$ cat src/rtl/booth_mult_seq_pkg.sv
// Shared miniSRC definitions for the sequential Booth multiplier:
// datapath width, FSM state encoding and Booth step decode.
package booth_mult_seq_pkg;

    localparam int DATA_W = 32;

    typedef enum logic [1:0] {
        IDLE = 2'd0,
        RUN  = 2'd1,
        DONE = 2'd2
    } state_t;

    typedef enum logic [1:0] {
        BOOTH_NOP = 2'd0,
        BOOTH_ADD = 2'd1,
        BOOTH_SUB = 2'd2
    } booth_op_t;

    function automatic booth_op_t booth_decode(input logic q0, input logic qm1);
        case ({q0, qm1})
            2'b01:   return BOOTH_ADD;
            2'b10:   return BOOTH_SUB;
            default: return BOOTH_NOP;
        endcase
    endfunction

endpackage

$ cat src/rtl/booth_mult_seq_cla_add_sub.sv
// Combinational carry-lookahead add/subtract: sum = a + (inv_b ? ~b : b) + cin.
// Carries come from a parallel-prefix (Kogge-Stone) generate/propagate tree.
module cla_add_sub #(
    parameter int N = 33
) (
    input  logic [N-1:0] a,
    input  logic [N-1:0] b,
    input  logic         inv_b,
    input  logic         cin,
    output logic [N-1:0] sum
);

    localparam int LV = $clog2(N);

    logic [N-1:0] bx;
    logic [N-1:0] pb;
    logic [N-1:0] gc;
    logic [N-1:0] pc;
    logic [N-1:0] gn;
    logic [N-1:0] pn;

    // Position 0 carries cin; position j holds bit j-1, so the prefix
    // at position i is exactly the carry into bit i.
    always_comb begin
        bx = inv_b ? ~b : b;
        pb = a ^ bx;
        gc = '0;
        pc = '0;
        gn = '0;
        pn = '0;
        gc[0] = cin;
        for (int j = 1; j < N; j++) begin
            gc[j] = a[j-1] & bx[j-1];
            pc[j] = pb[j-1];
        end
        for (int l = 0; l < LV; l++) begin
            gn = gc;
            pn = pc;
            for (int i = (1 << l); i < N; i++) begin
                gn[i] = gc[i] | (pc[i] & gc[i-(1<<l)]);
                pn[i] = pc[i] & pc[i-(1<<l)];
            end
            gc = gn;
            pc = pn;
        end
        sum = pb ^ gc;
    end

endmodule

$ cat src/rtl/booth_mult_seq.sv
// Sequential radix-2 Booth signed multiplier with start/busy/done handshake.
// One Booth step per cycle through the CLA add/sub; product lands in hi/lo.
import booth_mult_seq_pkg::*;

module booth_mult_seq #(
    parameter int WIDTH = DATA_W,
    parameter int CNT_W = 6
) (
    input  logic             clk,
    input  logic             rst,
    input  logic             start,
    input  logic [WIDTH-1:0] multiplicand,
    input  logic [WIDTH-1:0] multiplier,
    output logic             busy,
    output logic             done,
    output logic [WIDTH-1:0] hi,
    output logic [WIDTH-1:0] lo
);

    state_t             state_q, state_d;
    logic [CNT_W-1:0]   cnt_q, cnt_d;
    logic [WIDTH-1:0]   m_q, m_d;
    logic [WIDTH:0]     a_q, a_d;
    logic [WIDTH-1:0]   q_q, q_d;
    logic               qm1_q, qm1_d;
    logic [WIDTH-1:0]   hi_q, hi_d;
    logic [WIDTH-1:0]   lo_q, lo_d;
    logic               done_q, done_d;

    booth_op_t          op;
    logic               sub;
    logic [WIDTH:0]     sum;
    logic [WIDTH:0]     step_a;

    assign op  = booth_decode(q_q[0], qm1_q);
    assign sub = (op == BOOTH_SUB);

    // A is one bit wider than M so that subtracting the most negative M
    // cannot overflow the accumulator.
    cla_add_sub #(
        .N(WIDTH + 1)
    ) u_add (
        .a     (a_q),
        .b     ({m_q[WIDTH-1], m_q}),
        .inv_b (sub),
        .cin   (sub),
        .sum   (sum)
    );

    assign step_a = (op == BOOTH_NOP) ? a_q : sum;

    always_comb begin
        state_d = state_q;
        cnt_d   = cnt_q;
        m_d     = m_q;
        a_d     = a_q;
        q_d     = q_q;
        qm1_d   = qm1_q;
        hi_d    = hi_q;
        lo_d    = lo_q;
        done_d  = 1'b0;
        case (state_q)
            IDLE: begin
                if (start) begin
                    m_d     = multiplicand;
                    q_d     = multiplier;
                    a_d     = '0;
                    qm1_d   = 1'b0;
                    cnt_d   = '0;
                    state_d = RUN;
                end
            end
            RUN: begin
                a_d   = {step_a[WIDTH], step_a[WIDTH:1]};
                q_d   = {step_a[0], q_q[WIDTH-1:1]};
                qm1_d = q_q[0];
                cnt_d = cnt_q + CNT_W'(1);
                if (cnt_q == CNT_W'(WIDTH - 1)) begin
                    state_d = DONE;
                end
            end
            DONE: begin
                done_d  = 1'b1;
                hi_d    = a_q[WIDTH-1:0];
                lo_d    = q_q;
                state_d = IDLE;
            end
            default: begin
                state_d = IDLE;
            end
        endcase
    end

    always_ff @(posedge clk) begin
        if (rst) begin
            state_q <= IDLE;
            cnt_q   <= '0;
            m_q     <= '0;
            a_q     <= '0;
            q_q     <= '0;
            qm1_q   <= 1'b0;
            hi_q    <= '0;
            lo_q    <= '0;
            done_q  <= 1'b0;
        end else begin
            state_q <= state_d;
            cnt_q   <= cnt_d;
            m_q     <= m_d;
            a_q     <= a_d;
            q_q     <= q_d;
            qm1_q   <= qm1_d;
            hi_q    <= hi_d;
            lo_q    <= lo_d;
            done_q  <= done_d;
        end
    end

    assign busy = (state_q != IDLE);
    assign done = done_q;
    assign hi   = hi_q;
    assign lo   = lo_q;

endmodule

$ cat config.mk
export PLATFORM = sky130hd
export DESIGN_NAME = booth_mult_seq
export DESIGN_NICKNAME = d
export VERILOG_FILES = /design/src/rtl/booth_mult_seq_pkg.sv /design/src/rtl/booth_mult_seq_cla_add_sub.sv /design/src/rtl/booth_mult_seq.sv
export SDC_FILE = /design/constraint.sdc
export NUM_CORES = 1
export LEC_CHECK = 0
export CAP_MARGIN = 0
export CORE_ASPECT_RATIO = 0.9
export CORE_MARGIN = 3
export CORE_UTILIZATION = 40
export DETAILED_ROUTE_END_ITERATION = 10
export GPL_ROUTABILITY_DRIVEN = 0
export PLACE_DENSITY = 0.7
export SYNTH_ARGS = -nofsm -noshare
export SYNTH_HDL_FRONTEND = slang
export SYNTH_HIERARCHICAL = 1
export SYNTH_SLANG_ARGS = --single-unit
$ cat constraint.sdc
create_clock -name clk -period 4.5 [get_ports clk]
set_input_delay 0.675 -clock clk [delete_from_list [all_inputs] [get_ports clk]]
set_output_delay 0.675 -clock clk [all_outputs]
set_load 0.05 [all_outputs]
== Word level (Yosys, flattened, before mapping) ==
Cells that the tools add are included.

* Bitwise gates (word level): 408
* Mux-type cells: 15
* Div/mod/pow operators: 0
* Add/subtract/negate cells: 1
* Multipliers: 0
* Reductions and logical operators: 7
* Magnitude comparators: 0
* Equality and inequality tests: 8
* Shifts and indexed selects: 0

{| class="wikitable"
|+ Operator list
! cell !! number
|-
| AND 1 bit || 270
|-
| OR 1 bit || 135
|-
| 2-to-1 mux 33 bit || 3
|-
| case mux 33 bit (2 select lines) || 1
|-
| bitwise XOR 33 bit || 2
|-
| case mux 32 bit (2 select lines) || 1
|-
| NOT 33 bit || 1
|-
| 2-to-1 mux 32 bit || 1
|-
| case mux 6 bit (2 select lines) || 1
|-
| case mux 2 bit (2 select lines) || 2
|-
| adder 6 x 1 -> 6 bit, second input constant || 1
|-
| == test 2 bit, second input constant || 3
|-
| == test 6 x 5 -> 1 bit, second input constant || 1
|-
| 2-to-1 mux 6 bit || 1
|-
| AND reduction 2 bit || 3
|-
| == test 2 x 1 -> 1 bit, second input constant || 2
|-
| zero test 2 bit || 2
|-
| 2-to-1 mux 2 bit || 2
|-
| inequality test 2 bit, second input constant || 2
|-
| nonzero test 2 bit || 2
|-
| 2-to-1 mux 1 bit || 2
|-
| case mux 1 bit (2 select lines) || 1
|}

* Memories: 0
* Memory bits (writable): 0
* Output and inout port bits: 66
* Memory bits (read-only): 0
* Latch bits: 0
* Bits in registers: 171
* Word-level logic and storage cells: 448

== Depth between registers and ports, before layout ==
Gate-level depths: netlist (run 1).

* Word-level depth: 19
* Mapped depth: 17

== Hierarchy ==
The synthesis (run 1) kept the hierarchy.

{| class="wikitable"
|+ Modules (own cells, without submodules)
! module !! cells each !! times used !! area an instance (um2) !! sequential area each (um2)
|-
| booth_mult_seq || 826 || 1 || 6,671.4 || 3,403.3
|-
| cla_add_sub || 283 || 1 || 2,125.8 || 0.0
|}

== Worst setup path after synthesis (run 1) ==
Ideal clock, no wire load.

* Path type: register -> register
* Start point: register q_q[0]
* End point: register a_q[29]
* Slack: 0.783 ns
* Arrival time: 3.584 ns
* Cell stages (with the launch flop): 16
* Setup time: 0.132 ns
* Cells stage by stage: dfxtp_1 > ha_1 > clkbuf_1 > clkbuf_1 > xor2_1 > ha_1 > and4_4 > nor2b_4 > a311oi_4 > o21ai_2 > a41oi_2 > nor4b_1 > a311o_1 > mux2_2 > nand2_1 > a21oi_1

* Word-level cells in the longest chain between the ends: 17
* Elaborated cells between the ends (all ways): 126
* Classes of those cells: 3 x eq/ne; 4 x mux; 118 x bitwise; 1 x reduce/logical

{| class="wikitable"
|+ RTL lines
! element !! RTL line !! source
|-
| from (decl) || booth_mult_seq.sv:24 || <nowiki>logic [WIDTH-1:0] q_q, q_d;</nowiki>
|-
| from (signal assigned) || booth_mult_seq.sv:110 || <nowiki>q_q <= q_d;</nowiki>
|-
| == test 2 bit / == test 2 x 1 -> 1 bit (equally long branches) || booth_mult_seq_pkg.sv:20 || <nowiki>case ({q0, qm1})</nowiki>
|-
| case mux 2 bit (2 select lines) (*) || booth_mult_seq_pkg.sv:20 ||
|-
| == test 2 bit (*) || booth_mult_seq.sv:36 || <nowiki>assign sub = (op == BOOTH_SUB);</nowiki>
|-
| via sub || booth_mult_seq.sv:31 || <nowiki>logic sub;</nowiki>
|-
| 2-to-1 mux 33 bit || booth_mult_seq_cla_add_sub.sv:25 || <nowiki>bx = inv_b ? ~b : b;</nowiki>
|-
| bitwise XOR 33 bit / AND 1 bit (equally long branches) || booth_mult_seq_cla_add_sub.sv:26, booth_mult_seq_cla_add_sub.sv:33 ||
|-
| AND 1 bit (on tied branches) || booth_mult_seq_cla_add_sub.sv:40, booth_mult_seq_cla_add_sub.sv:41 ||
|-
| OR 1 bit / AND 1 bit (equally long branches) || booth_mult_seq_cla_add_sub.sv:40 || <nowiki>gn[i] = gc[i] | (pc[i] & gc[i-(1<<l)]);</nowiki>
|-
| [3 not listed] || - ||
|-
| OR 1 bit / AND 1 bit (equally long branches) || booth_mult_seq_cla_add_sub.sv:40 ||
|-
| AND 1 bit / OR 1 bit (equally long branches) || booth_mult_seq_cla_add_sub.sv:40 ||
|-
| OR 1 bit / AND 1 bit (equally long branches) || booth_mult_seq_cla_add_sub.sv:40 ||
|-
| OR 1 bit || booth_mult_seq_cla_add_sub.sv:40 ||
|-
| bitwise XOR 33 bit (*) || booth_mult_seq_cla_add_sub.sv:46 || <nowiki>sum = pb ^ gc;</nowiki>
|-
| via sum[30] || booth_mult_seq.sv:32 || <nowiki>logic [WIDTH:0] sum;</nowiki>
|-
| 2-to-1 mux 33 bit (*) || booth_mult_seq.sv:50 || <nowiki>assign step_a = (op == BOOTH_NOP) ? a_q : sum;</nowiki>
|-
| case mux 33 bit (2 select lines) (*) || booth_mult_seq.sv:62 || <nowiki>case (state_q)</nowiki>
|-
| to (signal assigned) || booth_mult_seq.sv:99 || <nowiki>a_q <= '0;</nowiki>
|-
| to (signal assigned) || booth_mult_seq.sv:109 || <nowiki>a_q <= a_d;</nowiki>
|-
| to (decl) || booth_mult_seq.sv:23 || <nowiki>logic [WIDTH:0] a_q, a_d;</nowiki>
|}

Mark *: on every way through the listed nets, which the timed path passes. The rest lies on a longest branch.
A chain may end at the register's enable or synchronous reset.

== Worst setup path after layout (run 1) ==
Ends and elaborated chain as after synthesis.

==> out/results.ini, run 1 <==
[outcome]
status=finished clean

[synth]
synthArstFlopShare_pct=0
ys_types=66
ys_seq_area_share_pct=38.69
synth_top_area_cell=dfxtp_1
netlist_top_cells_count=246 x nand2_1, 170 x dfxtp_1, 169 x a21oi_1
synth_top_area_share_pct=38.69
synthesis.area_um2=8797
yosysMostFrequentCell=nand2_1
synth_edf_count=0
ys_ff_latch=170
synth_area_leaders=dfxtp_1 39%, nand2_1 10%, a21oi_1 9.6%, ha_1 4.8%, nor2_1 4.6%
synthCells=1109
synth_nets=1211
yosysWarnings=6
synth_ff_type=dfxtp_1
avgSynthCellArea_um2=7.933

[placement]
place_inst=1459
port_buffers=132
place_ws_ns=0.7461
hpwl_mm=14.67

[routing]
drt-initial-drc-count=422
routed_wl_mm=21.83
post_drt_wl_per_cell_um=14.64
vias=7748
vias_per_cell=5.197
ant_nets=0
drc=0
firstDrtPassIters=5

[timing]
fmax_mhz=264.8
final_max_slew_viol_count=0
setup_violations=0
final.setup.worst_slack_ns=0.7229
rsz0062_at_grt=no
post-route-min-period_ns=3.777
finalHoldViolations=0
post-route-period-util_pct=83.93
slew_headroom_pct=26.13
whs_ns=0.4562
setup_tns_ns=0
fin_skew_ns=0.01158
worst_slew_pin_slew_ns=1.108

[power_and_ir_drop]
p_int_w=0.002681
p_per_area_nw_per_um2=358.3
combinationalPowerShare_pct=17.7
swShare_pct=30.62
ir_worst_vdd_uv=206.2
power_frac_clock_pct=40.2
p_switching_w=0.001183
post-layout-total-power_w=0.003864
seqPwrFrac_pct=42.1
static-leakage-power_nw=4.162

[global_routing]
top_usage_layer=met2
grt_max_degree=84
grtUsageTotal_pct=18.28
antenna_found_initial=0
grt-ovfl-total=0
met2_usage_pct=29.27
grt_use_met1_pct=24.20
grt_pass1_wl_mm=36.43
grt_pass1_vias=7384
use_met3_pct=5.131

[worst_setup_path]
crit_path_max_fanout=13
crit_path_end_kind=flip-flop
worstSetupStartpointType=flip-flop
path_class=flip-flop to flip-flop
cp.required_ns=4.78
critPathArrivalTime_ns=4.05

[clock_network]
insertion_delay_ns=0.44
clk_pin_slew_ns=0.07
clkSinkCount=170
cts_made_buffers=17
tritoncts=built
post_cts_buffers=0
root_buffer=clkbuf_16
ctsHtreeMaxLevel=4
cts_max_path_buffers=2
ctsHoldBuffers=0
cts_resized=0

[final_layout]
register_area_um2=3403
final_nets=1294
area_delta_synth_final_pct=22.59
fillerInstances=2008
stdcell_count=1491
diodes=0
final_layout_size_suffix_gt1_share_pct=8.548
multi_input_area_um2=4927

[floorplan]
die_area_um2=23810
die_h_um=146.7
ios=133
core_um2=21210
placementRows=50
die_w_um=162.3
initial_core_util_pct=41.48

[flow_run]
max_cap_viol_count=0

[hold_path]
hp-class=flip-flop to flip-flop

==> per-layer routing <==
layer	share of wire (%)	vias to the layer above	wire length, um
li1	-	3944	-
met1	47	3591	10320
met2	45	186	9832
met3	6.1	27	1324
met4	1.6	0	352
met5	0	-	0
==> stage by stage <==
step / instance area [um2] / utilization [%]
after floorplan: 8797 / -
after global placement: 10140 / 47.81
after detailed placement: 10140 / 47.81
after CTS: 10780 / 50.85
after global routing: 10780 / 50.85
final: 10780 / 50.85
==> layout make-up <==
class / instances / area share, %
Clock inverter: 15 / 2.042
Multi-Input combinational cell: 846 / 45.69
Timing Repair Buffer: 142 / 12.92
Inverter: 15 / 0.5221
Tap cell: 286 / 3.318
Sequential cell: 170 / 31.56
Clock buffer: 17 / 3.945
==> critical path, cell delays in order, from the launching register on <==
cell,delay [ns]
dfxtp_1,0.39
ha_2,0.44
buf_4,0.32
xor2_1,0.18
ha_1,0.30
and4_4,0.21
nor2b_4,0.13
a311oi_4,0.39
o21ai_2,0.15
a41oi_2,0.31
nor4b_1,0.09
a311o_1,0.31
mux2_2,0.26
nand2_1,0.06
a21oi_1,0.07
==> worst paths after layout <==
kind	slack [ns]	start	depth (start not counted)	to
min reg2reg	0.46	hi[29]$_SDFFE_PP0P_	2	hi[29]$_SDFFE_PP0P_
max reg2reg	0.72	q_q[0]$_SDFFE_PP0P_	14	a_q[29]$_SDFFE_PP0P_
max	0.72	q_q[0]$_SDFFE_PP0P_	14	a_q[29]$_SDFFE_PP0P_
min	0.46	hi[29]$_SDFFE_PP0P_	2	hi[29]$_SDFFE_PP0P_
==> sequential cells by signal (all words and copies together), names as in the netlist <==
register  cells
q_q          32
hi           32
lo           32
a_q          32
qm1_q         1
cnt_q         6
done          1
state_q       2
m_q          32
==> placed cells by master, fill, tap and decap left out, types with 16 or more instances in the layout <==
cell,count
a21oi_1,169
a21o_1,16
mux2_2,32
xnor2_1,23
xor2_1,40
nand2_1,246
nor2_1,108
nor4_1,32
clkdlybuf4s50_1,131
ha_1,33
clkbuf_16,17
nand3_1,44
dfxtp_1,170
==> power groups by stage <==
| stage | Combinational, W | Sequential, W | Clock, W |
|---|---|---|---|
| floorplan | 0.000540 | 0.00164 | 0 |
| CTS | 0.000688 | 0.00163 | 0.00159 |
| detailed placement | 0.000681 | 0.00166 | 0 |
| global route | 0.000767 | 0.00164 | 0.00165 |
| finish | 0.000685 | 0.00163 | 0.00155 |
| global placement | 0.000675 | 0.00166 | 0 |
==> cells by family after synthesis <==
group	share of synthesized area (%)
and+or+nand+nor	22.54
AOI/OAI and AO/OA	17.75
DFF	38.69
buffers and inverters	5.589
xor gates and xnor gates	6.272
adders and majority gates	5.063
muxes	4.096
No activity file was read; power rests on OpenSTA's default activity.
==> run 2: changes to the inputs <==
==> constraint.sdc (replaced) <==
create_clock -name clk -period 3.8 [get_ports clk]
set_input_delay 0.57 -clock clk [delete_from_list [all_inputs] [get_ports clk]]
set_output_delay 0.57 -clock clk [all_outputs]
set_load 0.05 [all_outputs]
==> run 2 against run 1 <==
- highest routed layer unchanged
- sequential share of layout area decreased by 0.17 points
- cell area increased by 0.55%
- combinational power increased by 22%
- non-clock buffer count increased by 11
- routed wire length increased by 2.0%
- sequential cell count unchanged
- critical path depth unchanged
- total power increased by 17%
- hold slack got worse by 0.0032 ns
- utilization increased by 0.28 points
- sequential power increased by 18%
==> out/results.ini, run 2 (synthesized netlist as in run 1, its figures left out) <==
[timing]
rsz0062_at_grt=no
setup_violations=0  ; unchanged
final.setup.worst_slack_ns=0.3752  ; -0.3478 ns
slew_headroom_pct=19.48  ; -6.6 points
post-route-min-period_ns=3.425  ; -0.3522 ns
final_max_slew_viol_count=0  ; unchanged
worst_slew_pin_slew_ns=1.208  ; +0.09971 ns
fmax_mhz=292.0  ; +10%
fin_skew_ns=0.008490  ; -0.003088 ns
setup_tns_ns=0  ; unchanged
post-route-period-util_pct=90.13  ; +6.2 points
finalHoldViolations=0  ; unchanged

[routing]
routed_wl_mm=22.27  ; +2.0%
drt-initial-drc-count=521  ; +23%
ant_nets=0  ; unchanged
vias=7816  ; +0.88%
vias_per_cell=5.204  ; +0.14%
firstDrtPassIters=7  ; +2
post_drt_wl_per_cell_um=14.83  ; +1.3%
drc=0  ; unchanged

[power_and_ir_drop]
post-layout-total-power_w=0.004519  ; +17%
static-leakage-power_nw=4.206  ; +1.1%
p_per_area_nw_per_um2=416.7  ; +16%
ir_worst_vdd_uv=251.9  ; +22%
p_switching_w=0.001377  ; +16%
combinationalPowerShare_pct=18.6  ; +0.9 points
p_int_w=0.003142  ; +17%
seqPwrFrac_pct=42.7  ; +0.6 points
power_frac_clock_pct=38.8  ; -1.4 points
swShare_pct=30.47  ; -0.15 points

[clock_network]
clk_pin_slew_ns=0.07  ; about the same
cts_max_path_buffers=2  ; unchanged
post_cts_buffers=0  ; unchanged
root_buffer=clkbuf_16
ctsHoldBuffers=0  ; unchanged
insertion_delay_ns=0.44  ; about the same
cts_made_buffers=17  ; unchanged
cts_resized=0  ; unchanged
ctsHtreeMaxLevel=4  ; unchanged
tritoncts=built
clkSinkCount=170  ; unchanged

[worst_setup_path]
r2r_cells=14  ; unchanged
crit_path_end_kind=flip-flop
reg2reg_from=q_q[0]$_SDFFE_PP0P_
path_cells=ha_2 -> buf_12 -> xor2_1 -> ha_1 -> a21o_1 -> a21oi_1 -> a31oi_2 -> a211oi_2 -> o21a_1 -> o21ai_0 -> xor2_1 -> mux2_2 -> nand2_1 -> a21oi_1
crit_path_max_fanout=23  ; +10
crit_path_start=q_q[0]$_SDFFE_PP0P_
crit_family=compound AO/OA/AOI/OAI gates
r2r-end=a_q[20]$_SDFFE_PP0P_
path_class=flip-flop to flip-flop
cp.required_ns=4.12  ; -0.66 ns
crit_cells=14  ; unchanged
slowest_delay_ns=0.44  ; about the same
crit_end=a_q[20]$_SDFFE_PP0P_
reg2reg_slack_ns=0.38  ; -0.35 ns
path_buf_inv=1  ; unchanged
crit_path_top_delay_cell=a211oi_2
critPathArrivalTime_ns=3.74  ; -0.31 ns
worstSetupStartpointType=flip-flop

[final_layout]
final_cell_mix=246 x nand2_1, 170 x dfxtp_1, 169 x a21oi_1
final_nets=1305  ; +0.85%
area_delta_synth_final_pct=23.25
multi_input_area_um2=4922  ; -0.10%
stdcell_count=1502  ; +0.74%
register_area_um2=3403  ; unchanged
fillerInstances=2010  ; +0.10%
finalInstanceArea_um2=10840  ; +0.55%
diodes=0  ; unchanged
final_layout_size_suffix_gt1_share_pct=9.375  ; +0.83 points
mostFrequentLayoutCell=nand2_1

[floorplan]
placementRows=50  ; unchanged
core_um2=21210  ; unchanged
die_area_um2=23810  ; unchanged
die_h_um=146.7  ; unchanged
die_w_um=162.3  ; unchanged
ios=133  ; unchanged
initial_core_util_pct=41.48  ; unchanged

[placement]
placed_area_um2=10240  ; +1.0%
port_buffers=132  ; unchanged
place_inst=1470  ; +0.75%
place_ws_ns=0.4269  ; -0.3191 ns
hpwl_mm=15.29  ; +4.2%

[global_routing]
antenna_found_initial=0  ; unchanged
grt_pass1_vias=7682  ; +4.0%
grt_pass1_wl_mm=37.92  ; +4.1%
grt-ovfl-total=0  ; unchanged
grtUsageTotal_pct=18.92  ; +0.64 points
grt_max_degree=89  ; +6.0%

[outcome]
status=finished clean

[flow_run]
max_cap_viol_count=0  ; unchanged

[hold_path]
hp-class=flip-flop to flip-flop
whs_path_depth=2  ; unchanged

run 2: final cells by class:
cell class | instances | share of cell area (%)
Clock buffer | 19 | 4.177
Clock inverter | 13 | 1.373
Inverter | 15 | 0.5193
Multi-Input combinational cell | 846 | 45.40
Sequential cell | 170 | 31.39
Tap cell | 286 | 3.300
Timing Repair Buffer | 153 | 13.85
run 2: power by group through the flow:
stage / logic [W] / registers [W] / clock network [W]
global route: 0.000933 / 0.00194 / 0.00187
detailed placement: 0.000829 / 0.00197 / 0
finish: 0.000839 / 0.00193 / 0.00175
global placement: 0.000816 / 0.00197 / 0
floorplan: 0.000640 / 0.00195 / 0
CTS: 0.000837 / 0.00193 / 0.00179
run 2: worst min-delay path by stage:
stage | start | endpoint
CTS | hi[29]$_SDFFE_PP0P_ | hi[29]$_SDFFE_PP0P_
finish | hi[29]$_SDFFE_PP0P_ | hi[29]$_SDFFE_PP0P_
floorplan | q_q[1]$_SDFFE_PP0P_ | lo[1]$_SDFFE_PP0P_
global placement | lo[20]$_SDFFE_PP0P_ | lo[20]$_SDFFE_PP0P_
detailed placement | lo[28]$_SDFFE_PP0P_ | lo[28]$_SDFFE_PP0P_
global route | lo[26]$_SDFFE_PP0P_ | lo[26]$_SDFFE_PP0P_
run 2: worst min-delay path, cell delays in order, from the launching register on:
cell,delay (ns)
dfxtp_1,0.31
nand2_1,0.05
a21oi_1,0.05
run 2: metal layers:
| layer | vias to the layer above | track usage, % | part of all wire [%] |
|---|---|---|---|
| li1 | 3985 | - | - |
| met1 | 3636 | 25.58 | 48 |
| met2 | 173 | 30.27 | 45 |
| met3 | 22 | 4.736 | 5.3 |
| met4 | 0 | 4.861 | 1.1 |
| met5 | - | 0 | 0 |
run 2: through the flow:
step | hold WS, ns | utilization, %
3_3_place_gp | 0.4415 | 48.29
6_report | 0.4530 | 51.13
3_5_place_dp | 0.4454 | 48.29
4_1_cts | 0.4560 | 51.13
5_1_grt | 0.4690 | 51.13
2_1_floorplan | 0.4457 | -
